==> src/rtl/gpio_in_filter_pkg.sv <==
// Shared types and constants for the gpio input filter.
package gpio_in_filter_pkg;

  typedef enum logic [1:0] {
    IRQ_NONE = 2'b00,
    IRQ_RISE = 2'b01,
    IRQ_FALL = 2'b10,
    IRQ_BOTH = 2'b11
  } irq_type_e;

  localparam int GLITCH_CNT_W = 16;

endpackage

==> src/rtl/gpio_in_filter_if.sv <==
// Bus bundle between the gpio filter and its control/pad side.
// glitch_cnt_o exists only with GPIO_IN_FILTER_GLITCH_CNT_EN defined.
interface gpio_in_filter_if #(
  parameter int N_IN  = 32,
  parameter int CNT_W = 8
);
  import gpio_in_filter_pkg::*;

  logic [N_IN-1:0]       gpio_in_i;
  logic [N_IN-1:0]       en_i;
  logic [CNT_W-1:0]      deb_cycles_i;
  logic [N_IN-1:0][1:0]  irq_type_i;
  logic [N_IN-1:0]       irq_mask_i;
  logic                  clr_valid_i;
  logic [N_IN-1:0]       clr_mask_i;
  logic [N_IN-1:0]       gpio_filt_o;
  logic [N_IN-1:0]       pending_o;
  logic                  irq_o;
`ifdef GPIO_IN_FILTER_GLITCH_CNT_EN
  logic [GLITCH_CNT_W-1:0] glitch_cnt_o;
`endif

  modport master (
    output gpio_in_i, en_i, deb_cycles_i, irq_type_i, irq_mask_i, clr_valid_i, clr_mask_i,
    input  gpio_filt_o, pending_o, irq_o
`ifdef GPIO_IN_FILTER_GLITCH_CNT_EN
    , input glitch_cnt_o
`endif
  );

  modport slave (
    input  gpio_in_i, en_i, deb_cycles_i, irq_type_i, irq_mask_i, clr_valid_i, clr_mask_i,
    output gpio_filt_o, pending_o, irq_o
`ifdef GPIO_IN_FILTER_GLITCH_CNT_EN
    , output glitch_cnt_o
`endif
  );

endinterface

==> src/rtl/gpio_in_filter_bit.sv <==
// One gpio lane: 2-flop synchroniser, debounce counter, filtered level and
// registered rise/fall strobes (one cycle after the filtered level changes).
module gpio_in_filter_bit #(
  parameter int CNT_W = 8
) (
  input  logic             clk_i,
  input  logic             rst_i,
  input  logic             pin,
  input  logic             en,
  input  logic [CNT_W-1:0] deb_cycles,
  output logic             filt,
  output logic             rise,
  output logic             fall,
  output logic             glitch
);

  logic             s1, s2, filt_q;
  logic [CNT_W-1:0] cnt;

  // A pulse that dies while the counter is running is a rejected glitch.
  assign glitch = en && (s2 == filt) && (cnt != '0);

  always_ff @(posedge clk_i) begin
    if (rst_i) begin
      s1     <= 1'b0;
      s2     <= 1'b0;
      filt   <= 1'b0;
      filt_q <= 1'b0;
      cnt    <= '0;
      rise   <= 1'b0;
      fall   <= 1'b0;
    end else begin
      s1     <= pin;
      s2     <= s1;
      filt_q <= filt;
      rise   <= en & filt & ~filt_q;
      fall   <= en & ~filt & filt_q;
      if (!en || (s2 == filt)) begin
        cnt <= '0;
      end else if (cnt >= deb_cycles) begin
        // >= so a threshold lowered under a running count still accepts
        filt <= s2;
        cnt  <= '0;
      end else begin
        cnt <= cnt + 1'b1;
      end
    end
  end

endmodule

==> src/rtl/gpio_in_filter.sv <==
// GPIO input filter: per-bit sync/debounce lanes, sticky edge pending flags
// and one level irq. Optional glitch counter under GPIO_IN_FILTER_GLITCH_CNT_EN.
module gpio_in_filter
  import gpio_in_filter_pkg::*;
#(
  parameter int N_IN  = 32,
  parameter int CNT_W = 8
) (
  input logic             clk_i,
  input logic             rst_i,
  gpio_in_filter_if.slave bus
);

  logic [N_IN-1:0] filt, rise, fall, glitch, set_v, clr_v, pending;
  logic            irq;

  for (genvar g = 0; g < N_IN; g++) begin : g_lane
    gpio_in_filter_bit #(.CNT_W(CNT_W)) u_bit (
      .clk_i      (clk_i),
      .rst_i      (rst_i),
      .pin        (bus.gpio_in_i[g]),
      .en         (bus.en_i[g]),
      .deb_cycles (bus.deb_cycles_i),
      .filt       (filt[g]),
      .rise       (rise[g]),
      .fall       (fall[g]),
      .glitch     (glitch[g])
    );
  end

  always_comb begin
    set_v = '0;
    for (int b = 0; b < N_IN; b++) begin
      case (irq_type_e'(bus.irq_type_i[b]))
        IRQ_RISE: set_v[b] = rise[b];
        IRQ_FALL: set_v[b] = fall[b];
        IRQ_BOTH: set_v[b] = rise[b] | fall[b];
        default:  set_v[b] = 1'b0;
      endcase
    end
  end

  assign clr_v = bus.clr_valid_i ? bus.clr_mask_i : '0;

  // Set is OR-ed after the clear so a colliding edge is never lost.
  always_ff @(posedge clk_i) begin
    if (rst_i) begin
      pending <= '0;
      irq     <= 1'b0;
    end else begin
      pending <= (pending & ~clr_v) | set_v;
      irq     <= |(pending & bus.irq_mask_i);
    end
  end

  assign bus.gpio_filt_o = filt;
  assign bus.pending_o   = pending;
  assign bus.irq_o       = irq;

`ifdef GPIO_IN_FILTER_GLITCH_CNT_EN
  logic [GLITCH_CNT_W-1:0] glitch_cnt;
  logic [GLITCH_CNT_W:0]   glitch_sum;

  assign glitch_sum = {1'b0, glitch_cnt} + (GLITCH_CNT_W+1)'($countones(glitch));

  always_ff @(posedge clk_i) begin
    if (rst_i || (bus.clr_valid_i && (&bus.clr_mask_i))) begin
      glitch_cnt <= '0;
    end else if (glitch_sum[GLITCH_CNT_W]) begin
      glitch_cnt <= '1;
    end else begin
      glitch_cnt <= glitch_sum[GLITCH_CNT_W-1:0];
    end
  end

  assign bus.glitch_cnt_o = glitch_cnt;
`else
  logic glitch_unused;
  assign glitch_unused = |glitch;
`endif

endmodule

==> src/flat_wrapper.sv <==
// flat-port wrapper written by rule: the top's interface ports become plain ports
module gpio_in_filter_flat import gpio_in_filter_pkg::*;
#(
  parameter int N_IN  = 32,
  parameter int CNT_W = 8
)
  (clk_i, rst_i, bus_gpio_in_i, bus_en_i, bus_deb_cycles_i, bus_irq_type_i, bus_irq_mask_i, bus_clr_valid_i, bus_clr_mask_i, bus_gpio_filt_o, bus_pending_o, bus_irq_o);
  gpio_in_filter_if #(.N_IN(N_IN), .CNT_W(CNT_W)) bus_i ();
  input logic clk_i;
  input logic rst_i;
  input wire logic [$bits(bus_i.gpio_in_i)-1:0] bus_gpio_in_i;
  input wire logic [$bits(bus_i.en_i)-1:0] bus_en_i;
  input wire logic [$bits(bus_i.deb_cycles_i)-1:0] bus_deb_cycles_i;
  input wire logic [$bits(bus_i.irq_type_i)-1:0] bus_irq_type_i;
  input wire logic [$bits(bus_i.irq_mask_i)-1:0] bus_irq_mask_i;
  input wire logic [$bits(bus_i.clr_valid_i)-1:0] bus_clr_valid_i;
  input wire logic [$bits(bus_i.clr_mask_i)-1:0] bus_clr_mask_i;
  output wire logic [$bits(bus_i.gpio_filt_o)-1:0] bus_gpio_filt_o;
  output wire logic [$bits(bus_i.pending_o)-1:0] bus_pending_o;
  output wire logic [$bits(bus_i.irq_o)-1:0] bus_irq_o;
  assign bus_i.gpio_in_i = bus_gpio_in_i;
  assign bus_i.en_i = bus_en_i;
  assign bus_i.deb_cycles_i = bus_deb_cycles_i;
  assign bus_i.irq_type_i = bus_irq_type_i;
  assign bus_i.irq_mask_i = bus_irq_mask_i;
  assign bus_i.clr_valid_i = bus_clr_valid_i;
  assign bus_i.clr_mask_i = bus_clr_mask_i;
  assign bus_gpio_filt_o = bus_i.gpio_filt_o;
  assign bus_pending_o = bus_i.pending_o;
  assign bus_irq_o = bus_i.irq_o;
  gpio_in_filter #(.N_IN(N_IN), .CNT_W(CNT_W)) u_core (.clk_i(clk_i), .rst_i(rst_i), .bus(bus_i));
endmodule
==> config.mk <==
export PLATFORM = sky130hd
export DESIGN_NAME = gpio_in_filter_flat
export DESIGN_NICKNAME = d
export VERILOG_FILES = /design/src/rtl/gpio_in_filter_pkg.sv /design/src/rtl/gpio_in_filter_if.sv /design/src/rtl/gpio_in_filter_bit.sv /design/src/rtl/gpio_in_filter.sv /design/src/flat_wrapper.sv
export SDC_FILE = /design/constraint.sdc
export NUM_CORES = 1
export LEC_CHECK = 0
export CAP_MARGIN = 20
export CELL_PAD_IN_SITES_DETAIL_PLACEMENT = 0
export CELL_PAD_IN_SITES_GLOBAL_PLACEMENT = 2
export CORE_MARGIN = 4
export CORE_UTILIZATION = 45
export CTS_CLUSTER_DIAMETER = 60
export DETAILED_ROUTE_END_ITERATION = 6
export DONT_BUFFER_PORTS = 1
export PLACE_DENSITY_LB_ADDON = 0.25
export SLEW_MARGIN = 20
export SYNTH_ARGS = -nofsm -noshare
export SYNTH_HDL_FRONTEND = slang
export SYNTH_SLANG_ARGS = --single-unit
==> constraint.sdc <==
create_clock -name clk_i -period 7.4 [get_ports clk_i]
set_input_delay 1.48 -clock clk_i [delete_from_list [all_inputs] [get_ports clk_i]]
set_output_delay 1.48 -clock clk_i [all_outputs]
set_load 0.01 [all_outputs]
==> flow_metrics.py <==
metrics = {
    "run_status": {
        "status": "complete, no violations",
    },
    "final_layout": {
        "syn2layout_area_growth_pct": 9.441,
        "nets": 2789,
        "drive_gt1_share_pct": 9.615,
        "stdcell_area_mm2": 0.02601,
        "stdcell_count": 3023,
    },
    "critical_path": {
        "cp_data_arrival_time_ps": 4020,
        "path_class": "input pin to flip-flop",
        "startpoint": "bus_deb_cycles_i[7]",
        "startpoint_type": "input pin",
        "crit_path_end_kind": "flip-flop",
        "crit_path_max_fanout": 17,
        "endpoint": "u_core.g_lane[28].u_bit.cnt[2]",
        "r2r-end": "u_core.g_lane[17].u_bit.cnt[6]",
        "reg2reg_depth": 7,
        "required_ps": 7920,
        "r2r_setup_slack_ps": 5120,
        "r2r_start": "u_core.g_lane[17].u_bit.cnt[0]",
    },
    "grt": {
        "grt_pass1_wl_mm": 89.56,
        "grt_usage_pct": 19.71,
        "grt_util_met3_pct": 4.177,
        "grtUsageMet1_pct": 26.26,
        "grt_overflow": 0,
        "busiest_layer": "met2",
        "antenna_found_initial": 5,
        "grt_use_met2_pct": 32.83,
        "grt_pass1_vias": 16239,
        "grt_max_degree": 170,
    },
    "synth": {
        "syn_area_mm2": 0.02376,
        "synth_enable_flop_cells": 0,
        "ys_seq_area_share_pct": 40.52,
        "syn_avg_cell_area_um2": 10.24,
        "synth-main-ff-cell": "dfxtp_1",
        "yosysWarnings": 0,
        "syn-num-nets": 2811,
        "ys_ff_latch": 481,
        "synth_cell_types": 33,
        "syn_inst": 2320,
        "synthArstFlopShare_pct": 0,
    },
    "job": {
        "max-cap-violations": 0,
    },
    "timing": {
        "post-route-period-util_pct": 47.22,
        "slew_viol_final": 0,
        "setup-tns-final_ps": 0,
        "worstMarginPinSlew_ps": 970.9,
        "rsz0062_at_grt": "no",
        "finalSetupViolations": 0,
        "max_slew_margin_pct": 35.28,
        "skew_ps": 20.15,
        "fin_ws_ps": 3905,
        "fmax_ghz": 0.2862,
        "hold_viol": 0,
        "fin_crit_ps": 3495,
    },
    "clocking": {
        "cts_sinks": 481,
        "ctsResizeCount": 0,
        "cts.clk_slew.worst_paths_ps": 60,
        "cts_tree": "built",
        "cts_buffer_depth": 3,
        "cts-hold-fix-buffers": 0,
        "cts_setup_buffers": 0,
        "clock_tree.root_cell": "clkbuf_16",
        "htreeDepth": 2,
        "cts_buffers": 54,
        "insertion_delay_ps": 600,
    },
    "detailed_routing": {
        "dr.pass1.iters": 6,
        "drtAntennaViolNets": 0,
        "drc_errors": 0,
        "drt_iter0_drc": 629,
        "wl_per_cell_um": 18.64,
        "avgViaCountPerCell": 5.351,
        "vias": 16177,
        "wirelength_mm": 56.35,
    },
    "floorplanning": {
        "core_area_mm2": 0.05182,
        "num_rows": 83,
        "initial_core_util_pct": 45.86,
        "io_pins": 268,
        "die_width_um": 237.8,
        "dieArea_mm2": 0.05655,
        "die_h_um": 237.8,
    },
    "placement": {
        "place.gp.congestion": 0.7722,
        "dpl_worst_slack_ps": 3165,
        "io_buffer_count": 0,
        "dp_hpwl_mm": 40.02,
        "placed_cell_area_mm2": 0.02412,
        "place_inst": 2922,
    },
    "pwr": {
        "power.leakage_nw": 10.54,
        "irDropWorstVdd_v": 0.0001509,
        "power_density_mw_per_mm2": 217.8,
    },
    "hold_path": {
        "worst_hold_path_type": "flip-flop to flip-flop",
    },
}
-- critical path, stage by stage --
cell and delay, ps:
inv_1 590, buf_4 490, ha_1 310, o21a_1 110
a21oi_1 140, o31ai_1 110, or3_1 590, nor2_2 170
-- power by group --
part / switching (W) / leakage (nW) / internal, W / total [W]
registers: 0.0000120 / 3.89 / 0.00261 / 0.00262
clock network: 0.00109 / 0.918 / 0.00170 / 0.00280
logic: 0.000128 / 5.73 / 0.000118 / 0.000246
-- state kept, by name (all words and copies together), names as in the netlist --
| register | count |
|---|---|
| u_core.g_lane.u_bit.cnt | 256 |
| u_core.g_lane.u_bit.rise | 32 |
| u_core.g_lane.u_bit.filt_q | 32 |
| u_core.g_lane.u_bit.s1 | 32 |
| u_core.g_lane.u_bit.filt | 32 |
| u_core.g_lane.u_bit.fall | 32 |
| u_core.g_lane.u_bit.s2 | 32 |
| u_core.bus.pending_o | 32 |
| u_core.bus.irq_o | 1 |
-- logic make-up (layout without fill, tap and decap cells) --
| family | Yosys count | count (layout) | synth area share, % |
|---|---|---|---|
| AND/OR/NAND/NOR | 899 | 899 | 21.02 |
| AO/OA/AOI/OAI | 272 | 272 | 11.64 |
| flip-flops | 481 | 481 | 40.52 |
| XOR/XNOR | 224 | 224 | 8.256 |
| adder cells (fa/ha/maj) | 288 | 288 | 15.16 |
| other | 0 | 3 | 0 |
| buffers and inverters | 156 | 176 | 3.401 |
-- per-stage QoR --
stage / power (W) / hold slack (ps) / utilization [%]
2_1_floorplan: 0.002882 / 389.2 / -
3_3_place_gp: 0.002921 / 392.3 / 46.55
3_5_place_dp: 0.002930 / 401.5 / 46.55
4_1_cts: 0.005764 / 406.5 / 50.17
5_1_grt: 0.005898 / 415.5 / 50.17
6_report: 0.005665 / 403.2 / 50.18
-- per-layer routing --
layer,up-vias,part of all wire (%)
li1,8095,-
met1,7694,47
met2,310,46
met3,76,5.2
met4,2,2.0
met5,-,0.023
-- cell usage after synthesis (24+ instances only) --
cell | instances | area (um^2)
a2111oi_4 | 29 | 798.3
a211o_1 | 32 | 280.3
a21oi_1 | 32 | 160.2
a222oi_1 | 32 | 320.3
a32o_1 | 32 | 320.3
and3_1 | 46 | 287.8
and3b_1 | 48 | 420.4
buf_2 | 31 | 155.2
buf_4 | 33 | 247.7
dfxtp_1 | 481 | 9629
ha_1 | 288 | 3603
inv_1 | 71 | 266.5
nand2_1 | 86 | 322.8
nand2b_4 | 32 | 440.4
nand3_1 | 123 | 615.6
nand4_1 | 36 | 225.2
nor2_1 | 280 | 1051
nor2_2 | 56 | 350.3
nor2b_1 | 128 | 800.8
o21a_1 | 64 | 480.5
o31ai_1 | 32 | 240.2
or3b_1 | 24 | 210.2
xnor2_1 | 100 | 875.8
xor2_1 | 124 | 1086
-- cell type report --
class,count,area (um^2)
sequential,481,9629
clock inverter,26,334.1
timing repair buffer,7,52.55
antenna,3,7.507
inverter,71,266.5
multi-input combinational,1683,13330
fill,4726,25810
tap,680,850.8
clock buffer,72,1540
-- worst min-delay path by stage --
stage                                         from                           end  cells after the start
finish              u_core.g_lane[21].u_bit.filt_q  u_core.g_lane[21].u_bit.rise                      1
CTS                 u_core.g_lane[21].u_bit.filt_q  u_core.g_lane[21].u_bit.rise                      1
floorplan           u_core.g_lane[16].u_bit.filt_q  u_core.g_lane[16].u_bit.rise                      1
detailed placement  u_core.g_lane[19].u_bit.filt_q  u_core.g_lane[19].u_bit.rise                      1
global route        u_core.g_lane[18].u_bit.filt_q  u_core.g_lane[18].u_bit.rise                      1
global placement    u_core.g_lane[19].u_bit.filt_q  u_core.g_lane[19].u_bit.rise                      1
-- layout by cell type (no fill, tap or decap), types with 48 or more instances in the layout --
master     instances
ha_1             288
nand2_1           86
nor2_1           280
xor2_1           124
and3b_1           48
o21a_1            64
inv_1             69
nor2_2            56
xnor2_1          100
nand3_1          123
clkbuf_16         55
dfxtp_1          481
nor2b_1          128
Power figures use the tool's default switching activity.
